### src/rtl/dec_onehot_scan.sv
// -----------------------------------------------------------------------------
// dec_onehot_scan
//
// Registered N-to-2^N one-hot decoder with two modes:
//   direct : decodes an index loaded through IN/IN_VLD
//   scan   : walks the active bit from index 0 up to LAST, holding each
//            position for DIV clocks, then wraps back to 0 (display
//            digit/row select)
// EN=0 blanks the output. ACT_LOW=1 inverts OUT for low-true select lines.
//
// Parameters
//   IN_W    : index width, OUT_W = 2**IN_W (derived)
//   DIV     : dwell clocks per scan position (>= 1)
//   ACT_LOW : 0 = one-hot / blank all 0s, 1 = one-cold / blank all 1s
//
// Ports
//   CLK       in   system clock, rising edge
//   RST_N     in   asynchronous active-low reset
//   EN        in   1 = decoder active, 0 = output blanked
//   MODE      in   0 = direct, 1 = scan
//   IN        in   index decoded in direct mode
//   IN_VLD    in   load strobe for IN
//   LAST      in   highest index visited in scan mode
//   OUT       out  registered one-hot (one-cold) select
//   IDX       out  index currently represented on OUT
//   WRAP      out  one-cycle pulse when the scan returns to index 0
//   DBG_STATE out  current FSM state (0 idle, 1 direct, 2 scan)
//
// Handshake: IN_VLD is a strobe with no back-pressure. The block is always
// ready, so IN is captured on every rising edge where IN_VLD=1 and the FSM is
// (or is entering) DIRECT; IN_VLD is ignored in IDLE and SCAN.
// -----------------------------------------------------------------------------
module dec_onehot_scan #(
  parameter int IN_W    = 4,
  parameter int DIV     = 1000,
  parameter bit ACT_LOW = 1'b0,
  localparam int OUT_W  = 2**IN_W
) (
  input  logic             CLK,
  input  logic             RST_N,
  input  logic             EN,
  input  logic             MODE,
  input  logic [IN_W-1:0]  IN,
  input  logic             IN_VLD,
  input  logic [IN_W-1:0]  LAST,
  output logic [OUT_W-1:0] OUT,
  output logic [IN_W-1:0]  IDX,
  output logic             WRAP,
  output logic [1:0]       DBG_STATE
);

  // With DIV=1 the counter degenerates to one bit that never leaves 0, so
  // every clock is an advance.
  localparam int CW = (DIV > 1) ? $clog2(DIV) : 1;
  localparam logic [CW-1:0] CNT_MAX = CW'(DIV - 1);

  typedef enum logic [1:0] {
    ST_IDLE   = 2'd0,
    ST_DIRECT = 2'd1,
    ST_SCAN   = 2'd2
  } state_e;

  state_e           state_q, state_d;
  logic [IN_W-1:0]  idx_q, idx_d;
  logic [CW-1:0]    cnt_q, cnt_d;
  logic             wrap_q, wrap_d;
  logic [OUT_W-1:0] out_q, out_d;
  logic             active;

  always_comb begin
    state_d = state_q;
    idx_d   = idx_q;
    cnt_d   = cnt_q;
    wrap_d  = 1'b0;
    active  = 1'b0;

    // Mode is re-evaluated on every edge; no sticky states.
    if (!EN) begin
      state_d = ST_IDLE;
    end else if (MODE) begin
      state_d = ST_SCAN;
    end else begin
      state_d = ST_DIRECT;
    end

    case (state_d)
      ST_DIRECT: begin
        active = 1'b1;
        cnt_d  = '0;
        if (IN_VLD) begin
          idx_d = IN;
        end
      end
      ST_SCAN: begin
        active = 1'b1;
        if (state_q != ST_SCAN) begin
          // Every entry into scan restarts the sweep from index 0.
          idx_d = '0;
          cnt_d = '0;
        end else if (cnt_q == CNT_MAX) begin
          cnt_d = '0;
          // >= rather than == so a LAST lowered below the current index
          // still wraps at the end of the current dwell.
          if (idx_q >= LAST) begin
            idx_d  = '0;
            wrap_d = 1'b1;
          end else begin
            idx_d = idx_q + IN_W'(1);
          end
        end else begin
          cnt_d = cnt_q + CW'(1);
        end
      end
      default: begin
        // IDLE: blank output, hold IDX, clear the dwell counter.
        cnt_d = '0;
      end
    endcase

    out_d = (active ? (OUT_W'(1) << idx_d) : {OUT_W{1'b0}}) ^ {OUT_W{ACT_LOW}};
  end

  always_ff @(posedge CLK or negedge RST_N) begin
    if (!RST_N) begin
      state_q <= ST_IDLE;
      idx_q   <= '0;
      cnt_q   <= '0;
      wrap_q  <= 1'b0;
      out_q   <= {OUT_W{ACT_LOW}};
    end else begin
      state_q <= state_d;
      idx_q   <= idx_d;
      cnt_q   <= cnt_d;
      wrap_q  <= wrap_d;
      out_q   <= out_d;
    end
  end

  assign OUT       = out_q;
  assign IDX       = idx_q;
  assign WRAP      = wrap_q;
  assign DBG_STATE = state_q;

endmodule

### config.mk
export PLATFORM = sky130hd
export DESIGN_NAME = dec_onehot_scan
export DESIGN_NICKNAME = d
export VERILOG_FILES = /design/src/rtl/dec_onehot_scan.sv
export SDC_FILE = /design/constraint.sdc
export NUM_CORES = 1
export LEC_CHECK = 0
export ABC_AREA = 1
export CAP_MARGIN = 20
export CORE_MARGIN = 8
export CORE_UTILIZATION = 30
export CTS_CLUSTER_DIAMETER = 30
export DETAILED_ROUTE_END_ITERATION = 7
export GPL_TIMING_DRIVEN = 0
export SLEW_MARGIN = 5
export SYNTH_ARGS = -nofsm -noshare
export SYNTH_HDL_FRONTEND = slang
export SYNTH_SLANG_ARGS = --single-unit
### constraint.sdc
create_clock -name CLK -period 2.7 [get_ports CLK]
set_input_delay 0.27 -clock CLK [delete_from_list [all_inputs] [get_ports CLK]]
set_output_delay 0.27 -clock CLK [all_outputs]
set_load 0.01 [all_outputs]
==> results.py, run 1 <==
metrics = {
    "detailed_routing": {
        "met2_length_mm": 1.62,
        "routed_wl_mm": 3.70,
        "dr.max_layer_used": "met4",
        "route.detailed.drc": 0,
        "drt-vias-per-instance": 4.37,
        "wl_met1_mm": 1.71,
        "drtIter0Drc": 58,
        "wl_per_cell_um": 12.3,
        "antenna_left": 0,
        "met3WireLength_um": 305,
        "first_pass_iters": 3,
        "num_vias": 1320,
    },
    "synthesis": {
        "synthFlopType": "dfrtp_1",
        "synth_adder_area_share_pct": 4.73,
        "synthTopCellsByArea": "dfrtp_1, nand2_1, nor2_1",
        "synth_cell_types": 21,
        "synth_compound_area_share_pct": 5.28,
        "syn_area_um2": 1590,
        "synth.most_common_cell": "nand2_1",
        "synthTopCellsByCount": "nand2_1, dfrtp_1, nor2_1",
        "synth-seq-cells": 33,
        "yosys.area.top_type": "dfrtp_1",
        "ys_warn_count": 0,
        "synth_top_area_share_pct": 52.0,
        "postSynth.asyncResetShare_pct": 100,
        "synth-xor-area-share_pct": 1.65,
        "synthSimpleGateAreaFrac_pct": 29.5,
        "syn_inst": 189,
        "syn_area_per_cell_um2": 8.40,
        "synth_edf_count": 0,
        "ys_seq_area_share_pct": 52.0,
        "synthMuxAreaShare_pct": 0,
        "synth.net_count": 208,
        "synth_top_family_by_area": "simple AND/OR/NAND/NOR gates",
    },
    "floorplan": {
        "dieArea_um2": 7880,
        "io_pins": 36,
        "coreArea_um2": 5110,
        "die_h_um": 88.8,
        "start_util_pct": 31.1,
        "die_w_um": 88.8,
        "num_rows": 26,
    },
    "clock_tree": {
        "cts_resized": 0,
        "root_buffer": "clkbuf_8",
        "clockBufferDepth": 2,
        "clk-insertion-delay-late_ns": 0.29,
        "cts_tree": "built",
        "cts_hold_buffers": 0,
        "clkTransAtPathRegs_ns": 0.07,
        "numCtsBuffers": 5,
        "post_cts_buffers": 0,
        "clock-sinks": 33,
        "cts_htree_levels": 2,
    },
    "run_status": {
        "outcome": "finished, final reports clean",
    },
    "placement": {
        "hpwl_mm": 2.76,
        "io_buffers": 35,
        "gp_routability_congestion": 0.778,
        "preCtsSetupSlack_ns": 0.640,
    },
    "sta": {
        "worstMarginPinSlew_ns": 0.745,
        "fmax_ghz": 0.540,
        "finalCritPeriodShare_pct": 68.6,
        "rsz0062_at_grt": "false",
        "fin_crit_ns": 1.85,
        "setup-tns-final_ns": 0,
        "setup_viol": 0,
        "clock_skew_ns": 0.00499,
        "max_slew_margin_pct": 50.3,
        "setup_slack_ns": 0.848,
        "finalMaxSlewViolations": 0,
        "hold_violations": 0,
    },
    "power_and_ir_drop": {
        "p_leak_uw": 0.000992,
        "vdd_drop_max_v": 0.000367,
        "powerDensity_nw_per_um2": 548,
    },
    "layout": {
        "num_antenna_cells": 0,
        "drive_gt1_share_pct": 10.8,
        "final_nets": 250,
        "synthToLayoutAreaGrowth_pct": 34.8,
    },
    "critical_path": {
        "critPathMaxStageDelay_ns": 0.43,
        "path_max_fanout": 8,
        "cp_slowest_cell": "dfrtp_1",
        "critPathRequiredTime_ns": 2.92,
        "crit_path_end_kind": "register",
        "cp.arrival_ns": 2.07,
        "critical_path.startpoint_type": "register",
        "path_class": "reg -> reg",
        "critical_path.cell_chain": "ha_1 -> nand2_1 -> inv_1 -> nand4_1 -> nor2_1 -> nand2_1 -> nand3_1 -> nand3_2 -> nor2_1",
    },
    "global_route": {
        "grt_start_max_net_pins": 34,
        "grt_pass1_wl_mm": 6.35,
        "grt_pass1_vias": 1369,
        "grt.total_usage_pct": 10.8,
        "antenna_found_initial": 0,
        "grt_overflow": 0,
    },
    "job": {
        "cap_violations": 0,
    },
    "min_path": {
        "hp-class": "in -> async",
    },
}
-- worst max-delay path: cells and delay by family, from the launching register on --
family,cells,cell delay (ns)
buf+inv,1,0.16
flops,1,0.43
fa+ha+maj,1,0.20
simple gates,7,1.00
-- cell usage in the layout (no fill, tap or decap), types with 4 or more instances in the layout --
cell type,count
clkbuf_8,6
ha_1,6
o21ai_0,6
nand3_1,15
nand2_2,5
nand2_1,34
clkdlybuf4s50_1,34
nor2_2,5
dfrtp_1,33
nand4_1,4
a21oi_1,5
nor3_1,6
nor2_1,31
inv_1,26
-- final timing paths --
path | from | to | slack, ns | cells after the start
worst max-delay path | cnt_q[0]$_DFF_PN0_ | OUT[2]$_DFF_PN0_ | 0.85 | 9
worst min-delay path | RST_N | IDX[3]$_DFF_PN0_ | 0.04 | 1
worst max register to register | cnt_q[0]$_DFF_PN0_ | OUT[2]$_DFF_PN0_ | 0.85 | 9
worst min register to register | cnt_q[0]$_DFF_PN0_ | cnt_q[0]$_DFF_PN0_ | 0.54 | 1
max in group asynchronous | RST_N | cnt_q[9]$_DFF_PN0_ | 2.18 | 1
min in group CLK | cnt_q[0]$_DFF_PN0_ | cnt_q[0]$_DFF_PN0_ | 0.54 | 1
-- kinds of logic after synthesis --
| kind of cell | after synthesis |
|---|---|
| AOI/OAI and AO/OA | 15 |
| xor gates and xnor gates | 3 |
| adders and majority gates | 6 |
| buffers and inverters | 29 |
| DFF | 33 |
| and+or+nand+nor | 103 |
-- flip-flops by register name (all words and copies together), names as in the netlist --
signal / cells
OUT: 16
cnt_q: 10
IDX: 4
DBG_STATE: 2
WRAP: 1
-- area by class of cell --
type	count	area, µm²
inverter	28	105
tap	70	87.6
fill	546	2970
multi-input combinational	127	653
clock buffer	6	82.6
timing repair buffer	35	345
clock inverter	2	37.5
buffer	1	3.75
sequential	33	826
-- metal layers --
metal	up-vias	track usage [%]
met4	0	4.15
met1	608	12.8
met5	-	0
met3	8	5.85
met2	22	16.1
li1	682	-
-- where the power goes --
part           leakage (µW)  total, µW  switching [µW]  internal (µW)
sequential         0.000454        523            13.5            509
combinational      0.000480        161            92.0           69.3
clock             0.0000574        490             190            300
total              0.000992       1170             295            879
-- per-stage QoR --
step	utilization (%)	std cells	area, µm²	hold slack (ns)	total power, µW
6_report	41.9	302	2140	0.0386	1170
5_1_grt	41.9	302	2140	0.100	1240
4_1_cts	41.9	302	2140	0.0542	1190
3_5_place_dp	39.6	294	2020	0.375	696
3_3_place_gp	39.7	294	2030	0.515	695
2_1_floorplan	-	189	1590	-0.0256	613
(Power assumes the default switching activity.)
==> run 2: changes to the inputs <==
==> constraint.sdc (replaced) <==
create_clock -name CLK -period 1.49 [get_ports CLK]
set_input_delay 0.149 -clock CLK [delete_from_list [all_inputs] [get_ports CLK]]
set_output_delay 0.149 -clock CLK [all_outputs]
set_load 0.01 [all_outputs]
==> run 2 against run 1 <==
Net effect:
- setup slack worse by 1.0 ns
- critical path type unchanged
- combinational power is 150% higher
- cell count is 3.6% higher
- power is 99% higher
- via count is 7.3% higher
- the run now ends with setup timing left
- critical path depth is 1 higher
- register-to-register slack worse by 1.0 ns
- worst hold slack better by 0.43 ns
- non-clock buffer count is 11 higher
- die area stayed put
- fmax is 12% higher
==> results.py, run 2 (synthesis results as in run 1) <==
metrics = {
    "run_status": {
        "outcome": "finished, violations left",
        "violations": "setup timing",
    },
    "detailed_routing": {
        "num_vias": 1416,
        "drt-vias-per-instance": 4.52,
        "wl_per_cell_um": 12.7,
        "route.detailed.drc": 0,
        "antenna_left": 0,
        "first_pass_iters": 4,
        "drtIter0Drc": 66,
        "routed_wl_mm": 3.97,
    },
    "placement": {
        "hpwl_mm": 2.87,
        "dp.cells": 294,
        "io_buffers": 35,
        "gp_routability_congestion": 0.784,
    },
    "critical_path": {
        "critical_path.cell_chain": "ha_1 -> nand2_2 -> inv_2 -> nand2_2 -> nand4_1 -> nand2_4 -> nand3_2 -> nand2_1 -> inv_2 -> nor2_1",
        "critical_path.startpoint_type": "register",
        "path_max_fanout": 8,
        "critPathMaxStageDelay_ns": 0.41,
        "r2r_cells": 10,
        "crit_path_end_kind": "register",
        "critPathRequiredTime_ns": 1.70,
        "cp_slowest_cell": "dfrtp_1",
        "path_class": "reg -> reg",
        "cp.arrival_ns": 1.87,
    },
    "power_and_ir_drop": {
        "vdd_drop_max_v": 0.000614,
        "p_int_uw": 1760,
        "p_leak_uw": 0.00112,
        "p_sw_uw": 578,
        "power.share.sequential_pct": 40.3,
        "finalPower_uw": 2340,
        "p_clk_share_pct": 42.6,
        "powerDensity_nw_per_um2": 967,
        "p_comb_share_pct": 17.1,
        "p_sw_share_pct": 24.7,
    },
    "sta": {
        "finalMaxSlewViolations": 0,
        "rsz0062_at_grt": "true",
        "setup_viol": 16,
        "hold_violations": 0,
        "worstMarginPinSlew_ns": 0.731,
        "finalCritPeriodShare_pct": 111,
        "setup_slack_ns": -0.165,
        "clock_skew_ns": 0.00332,
        "max_slew_margin_pct": 51.3,
        "fmax_ghz": 0.604,
        "fin_crit_ns": 1.65,
    },
    "layout": {
        "synthToLayoutAreaGrowth_pct": 52.3,
        "final_cell_mix": "dfrtp_1, clkdlybuf4s50_1, nor2_1, nand2_1, inv_1",
        "final_nets": 261,
        "drive_gt1_share_pct": 28.0,
        "final_common_cell": "dfrtp_1",
        "instances_no_fill": 313,
        "largest_reg_flops": 16,
        "num_antenna_cells": 0,
    },
    "clock_tree": {
        "cts_tree": "built",
        "clockBufferDepth": 2,
        "clkTransAtPathRegs_ns": 0.07,
        "clock-sinks": 33,
        "cts_htree_levels": 2,
        "numCtsBuffers": 5,
        "clk-insertion-delay-late_ns": 0.28,
        "root_buffer": "clkbuf_8",
    },
    "min_path": {
        "hp-class": "in -> async",
    },
    "floorplan": {
        "dieArea_um2": 7880,
        "die_h_um": 88.8,
        "start_util_pct": 31.1,
        "die_w_um": 88.8,
        "io_pins": 36,
        "num_rows": 26,
        "coreArea_um2": 5110,
    },
    "global_route": {
        "grt_util_met3_pct": 4.09,
        "grt_pass1_vias": 1442,
        "grt_pass1_wl_mm": 6.68,
        "grt_start_max_net_pins": 34,
        "antenna_found_initial": 0,
        "use_met1_pct": 12.9,
        "grt.total_usage_pct": 10.8,
        "top_usage_layer": "met2",
        "grt_overflow": 0,
        "met2_usage_pct": 17.9,
    },
    "job": {
        "cap_violations": 0,
    },
}
run 2: cell count changes in the layout (fill, tap and decap cells not counted), moves of 3 or more:
cell,delta
buf_4,+10
clkdlybuf4s50_1,-4
dlygate4sd2_1,+3
ha_1,-4
ha_4,+3
inv_1,-5
inv_2,+4
nand2_1,-8
nand2_4,+5
nand3_1,-6
nand3_2,+5
nor2_1,-4
nor2_2,+3
run 2: metal layers:
layer	vias to the layer above	routed length (µm)
li1	706	-
met1	680	1730
met2	26	1950
met3	4	265
met4	0	18
met5	-	0
run 2: timing repair:
item                                    in CTS  in global routing
endpoints found under the setup margin      29                 27
pin swaps                                    8                 17
buffers inserted                             5                  5
resized for setup                           15                 24
hold buffers                                 1                  0
endpoints found under the hold margin       33                  0
run 2: critical path, delay by kind of cell (launching register included):
family	cells	cell delay, ns
buffers and inverters	2	0.12
DFF	1	0.41
adders and majority gates	1	0.29
and+or+nand+nor	7	0.76
run 2: layout make-up:
cell class,count,area (µm²)
Fill cell,507,2690
Sequential cell,33,828
Multi-Input combinational cell,127,825
Timing Repair Buffer,46,429
Inverter,28,108
Tap cell,70,87.6
Clock buffer,5,68.8
Clock inverter,3,65.1
Buffer,1,7.51
run 2: power by group through the flow:
stage	clock network [µW]	logic [µW]	registers (µW)
after CTS	1020	358	942
after global routing	1060	443	946
after floorplan	0	152	977
after global placement	0	310	971
after detailed placement	0	314	969
final	996	399	943
run 2: stage by stage:
step                hold slack [ns]  utilization, %  TNS (ns)  cell area [µm²]  worst slack [ns]
floorplan                    -0.147               -    -0.191             1640           -0.0281
finish                        0.472            47.4     -2.35             2420            -0.165
CTS                           0.501            45.0     -2.60             2300            -0.180
detailed placement            0.258            40.6     -8.85             2070            -0.422
global route                  0.545            47.4     -3.90             2420            -0.256
global placement              0.515            40.7    -20.84             2080            -0.501
run 2: worst paths after layout:
path	start	end	slack (ns)
max in group asynchronous	RST_N	IDX[3]$_DFF_PN0_	0.50
min in group CLK	MODE	DBG_STATE[0]$_DFF_PN0_	0.53
min	RST_N	WRAP$_DFF_PN0_	0.47
max reg2reg	IDX[2]$_DFF_PN0_	OUT[12]$_DFF_PN0_	-0.16
max	IDX[2]$_DFF_PN0_	OUT[12]$_DFF_PN0_	-0.16
min reg2reg	cnt_q[9]$_DFF_PN0_	cnt_q[9]$_DFF_PN0_	0.55
==> run 3: changes to the inputs <==
--- a/config.mk
+++ b/config.mk
@@ -12,6 +12,7 @@
 export CTS_CLUSTER_DIAMETER = 30
 export DETAILED_ROUTE_END_ITERATION = 7
 export GPL_TIMING_DRIVEN = 0
+export MAX_ROUTING_LAYER = met4
 export SLEW_MARGIN = 5
 export SYNTH_ARGS = -nofsm -noshare
 export SYNTH_HDL_FRONTEND = slang
==> run 3 against run 2 <==
Net effect:
- the run still ends with setup timing left
- core utilization stayed put
- cell count unchanged
- register-to-register slack hardly changed
- non-clock buffer count unchanged
- combinational power about the same
- die area unchanged
- fmax down 0.42%
==> results.py, run 3 (synthesis results as in run 1) <==
metrics = {
    "detailed_routing": {
        "route.detailed.drc": 0,
        "drtIter0Drc": 69,
        "wl_per_cell_um": 12.7,
        "antenna_left": 0,
        "first_pass_iters": 4,
        "routed_wl_mm": 3.98,
        "drt-vias-per-instance": 4.55,
        "num_vias": 1424,
    },
    "run_status": {
        "violations": "setup timing",
        "outcome": "finished, violations left",
    },
    "global_route": {
        "grt_pass1_wl_mm": 6.66,
        "grt.total_usage_pct": 11.1,
        "antenna_found_initial": 0,
        "grt_pass1_vias": 1446,
        "grt_overflow": 0,
        "grt_start_max_net_pins": 34,
    },
    "sta": {
        "fin_crit_ns": 1.66,
        "rsz0062_at_grt": "true",
        "max_slew_margin_pct": 51.3,
        "finalMaxSlewViolations": 0,
        "worstMarginPinSlew_ns": 0.731,
        "hold_violations": 0,
        "setup_viol": 16,
        "finalCritPeriodShare_pct": 112,
        "setup-tns-final_ns": -2.38,
        "setup_slack_ns": -0.172,
        "clock_skew_ns": 0.00331,
        "fmax_ghz": 0.602,
    },
    "floorplan": {
        "io_pins": 36,
        "dieArea_um2": 7880,
        "die_h_um": 88.8,
        "die_w_um": 88.8,
        "num_rows": 26,
        "coreArea_um2": 5110,
        "start_util_pct": 31.1,
    },
    "layout": {
        "num_antenna_cells": 0,
        "final_core_util_pct": 47.4,
        "synthToLayoutAreaGrowth_pct": 52.3,
        "final_nets": 261,
        "seqCellArea_um2": 828,
        "multi_input_area_um2": 825,
        "fill_cells": 507,
        "largest_reg_flops": 16,
        "drive_gt1_share_pct": 28.0,
        "final_common_cell": "dfrtp_1",
        "final_cell_mix": "dfrtp_1, clkdlybuf4s50_1, nor2_1, nand2_1, inv_1",
    },
    "critical_path": {
        "critical_path.startpoint_type": "register",
        "critPathTopFamily": "simple AND/OR/NAND/NOR gates",
        "crit_path_end_kind": "register",
        "path_class": "reg -> reg",
        "critPathRequiredTime_ns": 1.70,
        "path_max_fanout": 8,
        "critical_path.cell_chain": "ha_1 -> nand2_2 -> inv_2 -> nand2_2 -> nand4_1 -> nand2_4 -> nand3_2 -> nand2_1 -> inv_2 -> nor2_1",
        "cp.arrival_ns": 1.87,
        "cp_num_buf_inv": 2,
        "cp_slowest_cell": "dfrtp_1",
        "critPathMaxStageDelay_ns": 0.41,
    },
    "min_path": {
        "hp-class": "in -> async",
    },
    "power_and_ir_drop": {
        "vdd_drop_max_v": 0.000618,
        "powerDensity_nw_per_um2": 967,
        "p_leak_uw": 0.00112,
    },
    "placement": {
        "gp_routability_congestion": 0.795,
        "io_buffers": 35,
        "preCtsSetupSlack_ns": -0.422,
        "hpwl_mm": 2.87,
    },
    "clock_tree": {
        "root_buffer": "clkbuf_8",
        "clk-insertion-delay-late_ns": 0.28,
        "clockBufferDepth": 2,
        "clock-sinks": 33,
        "cts_tree": "built",
        "cts_htree_levels": 2,
        "clkTransAtPathRegs_ns": 0.07,
        "numCtsBuffers": 5,
    },
    "job": {
        "cap_violations": 0,
    },
}
-- run 3: cell counts in the layout (fill, tap and decap cells not counted) --
No cell type changed its count.
-- run 3: routing by layer --
layer  GRT usage (%)  part of all wire (%)  vias to the layer above
met5               -                     0                        -
met4            2.30                  0.45                        0
met3            3.16                   4.6                        4
met2            17.9                    49                       27
met1            13.4                    46                      685
li1                -                     -                      708
-- run 3: report_power, final --
part / switching [µW] / total, µW / leakage, µW / internal, µW
Clock: 333 / 997 / 0.0000681 / 665
Combinational: 228 / 400 / 0.000599 / 171
Sequential: 18.7 / 943 / 0.000451 / 924
-- run 3: through the flow --
step | hold slack, ns | area [µm²] | power (µW) | cells
after detailed placement | 0.258 | 2070 | 1280 | 294
after global routing | 0.545 | 2420 | 2450 | 313
after CTS | 0.501 | 2300 | 2320 | 308
after floorplan | -0.147 | 1640 | 1130 | 189
final | 0.472 | 2420 | 2340 | 313
after global placement | 0.515 | 2080 | 1280 | 294
-- run 3: path summary, 6_finish.rpt --
path / slack, ns / from / depth (start not counted) / end
setup / recovery: -0.17 / IDX[2]$_DFF_PN0_ / 10 / OUT[12]$_DFF_PN0_
hold / removal: 0.47 / RST_N / 2 / WRAP$_DFF_PN0_
setup reg to reg: -0.17 / IDX[2]$_DFF_PN0_ / 10 / OUT[12]$_DFF_PN0_
min in group CLK: 0.53 / MODE / 2 / DBG_STATE[0]$_DFF_PN0_
hold reg to reg: 0.55 / cnt_q[9]$_DFF_PN0_ / 2 / cnt_q[9]$_DFF_PN0_
max in group asynchronous: 0.50 / RST_N / 2 / IDX[3]$_DFF_PN0_
-- run 3: repair_timing --
item                                    in CTS  in global routing
gates resized for setup                     15                 24
hold buffers                                 1                  0
buffers inserted                             5                  5
endpoints found under the setup margin      29                 27
endpoints found under the hold margin       33                  0
gates cloned                                 0                  0
pin swaps                                    8                 17
-- run 3: cell type report --
class,count,area share [%]
flip-flops and latches,33,34.2
clock inverters,3,2.69
repair buffers,46,17.7
clock buffers,5,2.85
multi-input cells,127,34.1
plain buffers,1,0.310
well taps,70,3.62
inverters,28,4.45
-- run 3: worst register-to-register path: stages (launching register included) --
cell and delay, ns:
dfrtp_1 0.41, ha_1 0.29, nand2_2 0.07, inv_2 0.04, nand2_2 0.05, nand4_1 0.14, nand2_4 0.16, nand3_2 0.13
nand2_1 0.10, inv_2 0.08, nor2_1 0.12
